### src/rtl/elevator_controller.sv
// rtl/elevator_controller.sv - three-floor elevator car controller with request register and car FSM
// Purpose: conditions the raw call buttons and the slow step clock, keeps the pending
//   request bits and runs the car state machine (IDLE / MOVE_UP / MOVE_DOWN / DOOR_OPEN).
// Ports:
//   clk_50     in   system clock, all flops on its rising edge
//   rst_n      in   asynchronous active-low reset
//   clk        in   slow step clock from the frequency divisor (asynchronous)
//   button1..3 in   active-low floor calls, raw
//   moving     out  car travelling between floors
//   floor      out  current floor 1..3
//   dir_up     out  last or current travel direction is up
//   door_open  out  door open
//   requests   out  pending calls, bit0 = floor 1
// Optional feature macro: DOOR_HOLD_EN (current-floor press re-arms the open door).
module elevator_controller #(
    parameter int TRAVEL_TICKS = 2,
    parameter int DOOR_TICKS   = 3
) (
    input  logic       clk_50,
    input  logic       rst_n,
    input  logic       clk,
    input  logic       button1,
    input  logic       button2,
    input  logic       button3,
    output logic       moving,
    output logic [1:0] floor,
    output logic       dir_up,
    output logic       door_open,
    output logic [2:0] requests
);

    typedef enum logic [1:0] {
        IDLE      = 2'd0,
        MOVE_UP   = 2'd1,
        MOVE_DOWN = 2'd2,
        DOOR_OPEN = 2'd3
    } state_t;

    localparam logic [3:0] TRAVEL_LD = 4'(TRAVEL_TICKS);
    localparam logic [3:0] DOOR_LD   = 4'(DOOR_TICKS);

    // Input conditioning: two synchroniser flops, one history flop for edge detect,
    // and a registered pulse so a press lands 3 cycles after the button edge.
    logic [2:0] btn_s1_q, btn_s2_q, btn_s3_q, press_q;
    logic       clk_s1_q, clk_s2_q, clk_s3_q, tick_q;

    always_ff @(posedge clk_50 or negedge rst_n) begin
        if (!rst_n) begin
            btn_s1_q <= 3'b111;
            btn_s2_q <= 3'b111;
            btn_s3_q <= 3'b111;
            press_q  <= 3'b000;
            clk_s1_q <= 1'b0;
            clk_s2_q <= 1'b0;
            clk_s3_q <= 1'b0;
            tick_q   <= 1'b0;
        end else begin
            btn_s1_q <= {button3, button2, button1};
            btn_s2_q <= btn_s1_q;
            btn_s3_q <= btn_s2_q;
            press_q  <= btn_s3_q & ~btn_s2_q;
            clk_s1_q <= clk;
            clk_s2_q <= clk_s1_q;
            clk_s3_q <= clk_s2_q;
            tick_q   <= clk_s2_q & ~clk_s3_q;
        end
    end

    function automatic logic [2:0] onehot_of(input logic [1:0] f);
        case (f)
            2'd1:    return 3'b001;
            2'd2:    return 3'b010;
            2'd3:    return 3'b100;
            default: return 3'b000;
        endcase
    endfunction

    function automatic logic above_of(input logic [1:0] f, input logic [2:0] r);
        case (f)
            2'd1:    return r[1] | r[2];
            2'd2:    return r[2];
            default: return 1'b0;
        endcase
    endfunction

    function automatic logic below_of(input logic [1:0] f, input logic [2:0] r);
        case (f)
            2'd3:    return r[0] | r[1];
            2'd2:    return r[0];
            default: return 1'b0;
        endcase
    endfunction

    state_t     state_q, state_d;
    logic [1:0] floor_q, floor_d;
    logic       dir_up_q, dir_up_d;
    logic [3:0] trav_cnt_q, trav_cnt_d;
    logic [3:0] door_cnt_q, door_cnt_d;
    logic [2:0] req_q, req_d;
    logic       moving_q, door_open_q;

    logic [2:0] cur_mask, blk_mask, req_clr;
    logic       press_here, req_here, req_above, req_below, want_up, want_down;
    logic       hold;
    logic [1:0] next_floor;

    assign cur_mask   = onehot_of(floor_q);
    assign press_here = |(press_q & cur_mask);
    assign req_here   = |(req_q & cur_mask);
    assign req_above  = above_of(floor_q, req_q);
    assign req_below  = below_of(floor_q, req_q);
    // With calls on both sides, keep going the way dir_up points.
    assign want_up    = req_above & (dir_up_q | ~req_below);
    assign want_down  = req_below & ~want_up;
    // A current-floor press never sets its bit while parked or with the door open.
    assign blk_mask   = (state_q == IDLE || state_q == DOOR_OPEN) ? cur_mask : 3'b000;

`ifdef DOOR_HOLD_EN
    assign hold = press_here;
`else
    assign hold = 1'b0;
`endif

    always_comb begin
        state_d    = state_q;
        floor_d    = floor_q;
        dir_up_d   = dir_up_q;
        trav_cnt_d = trav_cnt_q;
        door_cnt_d = door_cnt_q;
        req_clr    = 3'b000;
        next_floor = floor_q;

        case (state_q)
            IDLE: begin
                if (req_here || press_here) begin
                    state_d    = DOOR_OPEN;
                    door_cnt_d = DOOR_LD;
                    req_clr    = cur_mask;
                end else if (want_up) begin
                    state_d    = MOVE_UP;
                    dir_up_d   = 1'b1;
                    trav_cnt_d = TRAVEL_LD;
                end else if (want_down) begin
                    state_d    = MOVE_DOWN;
                    dir_up_d   = 1'b0;
                    trav_cnt_d = TRAVEL_LD;
                end
            end

            MOVE_UP, MOVE_DOWN: begin
                if (tick_q) begin
                    if (trav_cnt_q <= 4'd1) begin
                        if (state_q == MOVE_UP) begin
                            next_floor = (floor_q == 2'd3) ? 2'd3 : floor_q + 2'd1;
                        end else begin
                            next_floor = (floor_q == 2'd1) ? 2'd1 : floor_q - 2'd1;
                        end
                        floor_d = next_floor;
                        if (|(req_q & onehot_of(next_floor))) begin
                            state_d    = DOOR_OPEN;
                            door_cnt_d = DOOR_LD;
                            req_clr    = onehot_of(next_floor);
                        end else if ((state_q == MOVE_UP) ? above_of(next_floor, req_q)
                                                          : below_of(next_floor, req_q)) begin
                            trav_cnt_d = TRAVEL_LD;
                        end else begin
                            state_d = IDLE;
                        end
                    end else begin
                        trav_cnt_d = trav_cnt_q - 4'd1;
                    end
                end
            end

            DOOR_OPEN: begin
                if (hold) begin
                    door_cnt_d = DOOR_LD;
                end else if (tick_q) begin
                    if (door_cnt_q <= 4'd1) begin
                        if (want_up) begin
                            state_d    = MOVE_UP;
                            dir_up_d   = 1'b1;
                            trav_cnt_d = TRAVEL_LD;
                        end else if (want_down) begin
                            state_d    = MOVE_DOWN;
                            dir_up_d   = 1'b0;
                            trav_cnt_d = TRAVEL_LD;
                        end else begin
                            state_d = IDLE;
                        end
                    end else begin
                        door_cnt_d = door_cnt_q - 4'd1;
                    end
                end
            end

            default: state_d = IDLE;
        endcase

        // Set wins over clear when both hit the same bit in one cycle.
        req_d = (req_q & ~req_clr) | (press_q & ~blk_mask);
    end

    always_ff @(posedge clk_50 or negedge rst_n) begin
        if (!rst_n) begin
            state_q     <= IDLE;
            floor_q     <= 2'd1;
            dir_up_q    <= 1'b1;
            trav_cnt_q  <= 4'd0;
            door_cnt_q  <= 4'd0;
            req_q       <= 3'b000;
            moving_q    <= 1'b0;
            door_open_q <= 1'b0;
        end else begin
            state_q     <= state_d;
            floor_q     <= floor_d;
            dir_up_q    <= dir_up_d;
            trav_cnt_q  <= trav_cnt_d;
            door_cnt_q  <= door_cnt_d;
            req_q       <= req_d;
            moving_q    <= (state_d == MOVE_UP) || (state_d == MOVE_DOWN);
            door_open_q <= (state_d == DOOR_OPEN);
        end
    end

    assign moving    = moving_q;
    assign floor     = floor_q;
    assign dir_up    = dir_up_q;
    assign door_open = door_open_q;
    assign requests  = req_q;

endmodule

### config.mk
export PLATFORM = sky130hd
export DESIGN_NAME = elevator_controller
export DESIGN_NICKNAME = d
export VERILOG_FILES = /design/src/rtl/elevator_controller.sv
export SDC_FILE = /design/constraint.sdc
export NUM_CORES = 1
export LEC_CHECK = 0
export CAP_MARGIN = 0
export CORE_MARGIN = 4
export CORE_UTILIZATION = 43
export DETAILED_ROUTE_END_ITERATION = 8
export SLEW_MARGIN = 0
export SYNTH_ARGS = -nofsm -noshare
export SYNTH_HDL_FRONTEND = slang
export SYNTH_SLANG_ARGS = --single-unit
### constraint.sdc
create_clock -name clk_50 -period 3.05 [get_ports clk_50]
set_input_delay 0.61 -clock clk_50 [delete_from_list [all_inputs] [get_ports clk_50]]
set_output_delay 0.61 -clock clk_50 [all_outputs]
set_load 0.01 [all_outputs]
After elaboration in Yosys (flattened, before gate mapping)
Cells that the tools add are included.

Logic and storage cells: 141. Input port bits: 6. Output and inout port bits: 8. Register bits after elaboration: 34.

Bitwise logic cells: 19. $add $sub $neg: 4. Mux-type cells: 65. Reductions and logical operators: 13. Equality and inequality tests: 22. Magnitude comparators: 2.

Operators by type and width (count): $mux 4 (15); $mux 2 (17); $mux 3 (8); $pmux 4 s3 (2); $and 3x3->3 (6); $pmux 3 s3 (2); $eq 2x2->1 const B (8); $mux 1 (14); $ne 2x2->1 const B (6); $reduce_and 6->1 (2); $pmux 1 s2 (5); $not 3->3 (3); $reduce_or 3->1 (3); $eq 2x1->1 const B (4); $le 4x1->1 const B (2); $sub 4x1->4 const B (2); $ne 3x3->1 const B (2); $pmux 2 s3 (1); $pmux 3 s2 (1); $ne 2x1->1 const B (2); $reduce_and 4->1 (1); $and 1x1->1 (3); $logic_or 1x1->1 (3); $not 1->1 (3); other kinds (8) (10).

Depth between registers and ports, before layout
Depth in word-level cells: 25. Gate-level depth with buffers: 12. Gate-level depth less buffers: 11.

Least setup slack after synthesis
No wires, ideal clock.

Path kind: register to register. From: register floor_q[0] (netlist: floor[0]). To: register moving_q (netlist: moving). Period minus slack after synthesis: 2.702 ns. Required time: 2.924 ns. Stages on the path, launching flop included: 12. Arrival: 2.577 ns. Slack: 0.348 ns. Buffers on the path: 0. Cells stage by stage: dfstp_2 > inv_1 > ha_1 > mux2i_1 > inv_1 > ha_1 > a22o_1 > nor3_1 > nor2b_1 > nor2_1 > a32oi_1 > ha_1.

Longest elaborated chain between the ends: 20. Elaborated cells on any way between the ends: 59.

RTL lines: start: declaration (RTL line 95) `logic [1:0] floor_q, floor_d;`; start signal: assignment (RTL line 216) `floor_q <= floor_d;`; $sub 2x1->2 (tied with other cells) (RTL line 156) `next_floor = (floor_q == 2'd1) ? 2'd1 : floor_q - 2'd1;`; $mux 2, on equally long branches (RTL line 156, 154); $mux 2 (RTL line 153) `if (state_q == MOVE_UP) begin`; $mux 2 (RTL line 152) `if (trav_cnt_q <= 4'd1) begin`; $mux 2 (RTL line 151) `if (tick_q) begin`; $mux 2 (RTL line 133) `case (state_q)`; $eq 2x2->1 (tied with other cells) (RTL line 70, 79, 87); $pmux 1 s2, on equally long branches (RTL line 87, 79); [4 not listed]; $mux 1 (RTL line 163) `end else if ((state_q == MOVE_UP) ? above_of(next_floor, req_q)`; $mux 2 (RTL line 163); $mux 2 (RTL line 159) `if (|(req_q & onehot_of(next_floor))) begin`; $mux 2 (RTL line 152); $mux 2 (RTL line 151); $pmux 2 s3 (*) (RTL line 133); $eq 2x1->1 or $eq 2x2->1 (tied branches) (RTL line 221) `moving_q <= (state_d == MOVE_UP) || (state_d == MOVE_DOWN);`; $logic_or 1x1->1 (*) (RTL line 221); end signal: assignment (RTL line 221); end: declaration (RTL line 100) `logic moving_q, door_open_q;`.

Every way passes the cells marked *; elsewhere a longest branch is shown, timed or not. The select of a mux whose other input is x is not followed. A chain may end at the register's enable or synchronous reset.

Worst setup path in the final report
Ends and elaborated chain as after synthesis.

==> results.json <==
{
  "status": "finished clean",
  "post-synth-top-count-cell": "dfrtp_1",
  "multi_input_area_um2": 960,
  "syn-num-nets": 212,
  "netlist_instances": 187,
  "synth_seq_cells": 34,
  "wl_um": 3980,
  "end_kind": "flip-flop",
  "first_pass_iters": 5,
  "required_ns": 3.22,
  "path_max_fanout": 5,
  "drive_gt1_share_pct": 16.7,
  "ys_top_cells_by_area": "dfrtp_1 (30%), dfstp_2 (15%), ha_1 (13%)",
  "hold-path-endpoint": "clk_s2_q$_DFF_PN0_",
  "numCtsBuffers": 5,
  "ys_async_sr_fraction_pct": 100,
  "worstHoldStart": "clk_s1_q$_DFF_PN0_",
  "syn_area_mm2": 0.00190,
  "clkLatencyLatePin_ns": 0.28,
  "synth_top_family_by_area": "compound AO/OA/AOI/OAI gates",
  "clock-sinks": 34,
  "tightest_slew_ns": 0.599,
  "root_buffer": "clkbuf_8",
  "synth_compound_area_share_pct": 21.4,
  "cts_hold_buf": 0,
  "critical_path_buf_inv_count": 2,
  "instances_no_fill": 259,
  "stdcell_area_mm2": 0.00226,
  "drtIter0Drc": 91,
  "antenna_found_initial": 0,
  "diodes": 0,
  "synth_flop_cell": "dfrtp_1",
  "drv_cap": 0,
  "cp-start-kind": "flip-flop",
  "hold_violations": 0,
  "hold_ws_ns": 0.350,
  "grt_max_degree": 35,
  "drc": 0,
  "crit_type": "flip-flop to flip-flop",
  "wl_per_cell_um": 15.4,
  "clkSlewWorstSetupHoldPaths_ns": 0.07,
  "synth_top_area_cell": "dfrtp_1",
  "syn-mean-instance-area_um2": 10.1,
  "start_util_pct": 45.8,
  "gr-total-overflow": 0,
  "synth_seq_area_share_pct": 45.6,
  "die_w_um": 74.4,
  "ant_nets": 0,
  "final-seq-area_um2": 865,
  "min_path_cells": 0,
  "synth-edff-count": 0,
  "hold_path.class": "flip-flop to flip-flop",
  "fin_crit_ns": 2.85,
  "cpMaxStageDelayCell": "dfstp_2",
  "max_stage_delay_ns": 0.57,
  "area_delta_synth_final_pct": 19.1,
  "fillers": 392,
  "ir_drop_mv": 0.340,
  "finalSetupViolCount": 0,
  "viasPerCell": 5.80,
  "fmax_mhz": 351,
  "maxSlewViolCount": 0,
  "synth-adder-area-share_pct": 12.5,
  "leakagePower_nw": 0.939,
  "slew_headroom_pct": 59.8,
  "cts_tree": "yes",
  "fin_crit_sh_pct": 93.5,
  "nets": 233,
  "synth_common_cells": "dfrtp_1 (23), ha_1 (19), a21oi_1 (16)",
  "synth_xor_area_share_pct": 0,
  "die_height_um": 74.4,
  "dpl-instance-area_mm2": 0.00212,
  "ys_types": 45,
  "yosysTopAreaCellShare_pct": 30.3,
  "finish.utilization_pct": 54.5,
  "post-place-cells": 251,
  "r2r_cells": 11,
  "cpLargestDelayFamily": "adder cells",
  "skew_ns": 0.00425,
  "htree_num_levels": 2,
  "grt.total_usage_pct": 15.9,
  "num_io_pins": 14,
  "finalSetupTns_ns": 0,
  "cts_buffer_depth": 2,
  "yosysWarnings": 0,
  "crit_chain": "inv_1 > ha_1 > mux2i_2 > inv_1 > ha_1 > a22o_1 > nor3_1 > nor2b_1 > nor2_2 > a32oi_1 > ha_1",
  "post_cts_buffers": 0,
  "setup_ws_ns": 0.199,
  "rrSetupSlack_ns": 0.20,
  "core_region_area_mm2": 0.00414,
  "grt_pass1_wl_um": 6690,
  "p_per_area_mw_per_mm2": 422,
  "synth_mux_area_share_pct": 1.06,
  "gp_congestion": 0.880,
  "io_buffers": 13,
  "crit_path_start": "floor[0]$_DFFE_PN1P_",
  "hpwl_um": 2970,
  "reg2reg_from": "floor[0]$_DFFE_PN1P_",
  "first_global_vias": 1427,
  "die_area_mm2": 0.00554,
  "crit_arrival_ns": 3.02,
  "total_power_mw": 0.954,
  "dr_total_vias": 1503,
  "rsz0062_at_grt": "no",
  "fp-row-count": 23,
  "crit_top_cell": "ha_1",
  "r2r-end": "moving$_DFF_PN0_",
  "synthSimpleGateAreaFrac_pct": 15.1,
  "dp_slack_ns": 0.135
}
-- worst max-delay path by stage --
| stage | endpoint | slack (ns) | depth (start not counted) |
|---|---|---|---|
| after floorplan | moving$_DFF_PN0_ | 0.35 | 11 |
| after global placement | moving$_DFF_PN0_ | 0.28 | 11 |
| after detailed placement | moving$_DFF_PN0_ | 0.14 | 11 |
| after CTS | moving$_DFF_PN0_ | 0.12 | 11 |
| after global routing | moving$_DFF_PN0_ | 0.02 | 11 |
| final | moving$_DFF_PN0_ | 0.20 | 11 |
-- flip-flops by register name (all words and copies together) (netlist names) --
| signal | count |
|---|---|
| tick_q | 1 |
| state_q | 2 |
| moving | 1 |
| btn_s1_q | 3 |
| clk_s2_q | 1 |
| door_cnt_q | 4 |
| floor | 2 |
| btn_s3_q | 3 |
| clk_s1_q | 1 |
| requests | 3 |
| trav_cnt_q | 4 |
| btn_s2_q | 3 |
| dir_up | 1 |
| clk_s3_q | 1 |
| press_q | 3 |
| door_open | 1 |
-- power by group --
group / switching [mW] / internal (mW) / total (mW)
sequential: 0.00511 / 0.466 / 0.472
clock: 0.166 / 0.294 / 0.461
combinational: 0.0119 / 0.0100 / 0.0219
-- layout by cell type (no fill, tap or decap), types with 2 or more instances in the layout --
cell type        netlist  final
dfrtp_1               23     23
ha_1                  19     18
a21oi_1               16     16
inv_1                 15     15
nand2_1               15     15
clkdlybuf4s50_1        0     13
o21ai_0               11     11
dfstp_2               11     11
buf_4                  0      7
o211ai_1               6      6
nor2b_1                6      6
clkbuf_8               0      5
nor2_1                 5      4
a22o_1                 4      4
nor3_1                 4      4
nand2b_1               3      3
o31ai_1                3      3
nor4_1                 3      3
a31oi_1                3      3
or2_2                  2      2
nand3_1                2      2
and4_1                 2      2
a211oi_1               2      2
a32oi_1                2      2
a41oi_1                2      2
-- what timing repair did --
action	in CTS	in global routing
hold endpoints to repair	0	0
setup endpoints to repair	0	1
gates resized for setup	0	3
-- per-layer routing --
metal / up-vias / wire (um) / GRT usage (%)
met5: - / 0 / 0
li1: 722 / - / -
met3: 10 / 211 / 4.19
met1: 725 / 1930 / 21.9
met2: 46 / 1750 / 23.8
met4: 0 / 79 / 6.52
-- cell type report --
cell class	instances	share of cell area, %
Sequential cell	34	38.3
Clock inverter	2	1.72
Timing Repair Buffer	20	8.09
Inverter	15	2.49
Tap cell	50	2.77
Multi-Input combinational cell	132	42.5
Clock buffer	6	4.16
-- cells by family (layout without fill, tap and decap cells) --
group           count (synthesis)  in the layout
buf+inv                        21             43
flops                          34             34
compound gates                 60             60
fa+ha+maj                      19             19
mux                             2              2
simple gates                   51             51
Note: power is estimated with default switching activity, not from simulation.
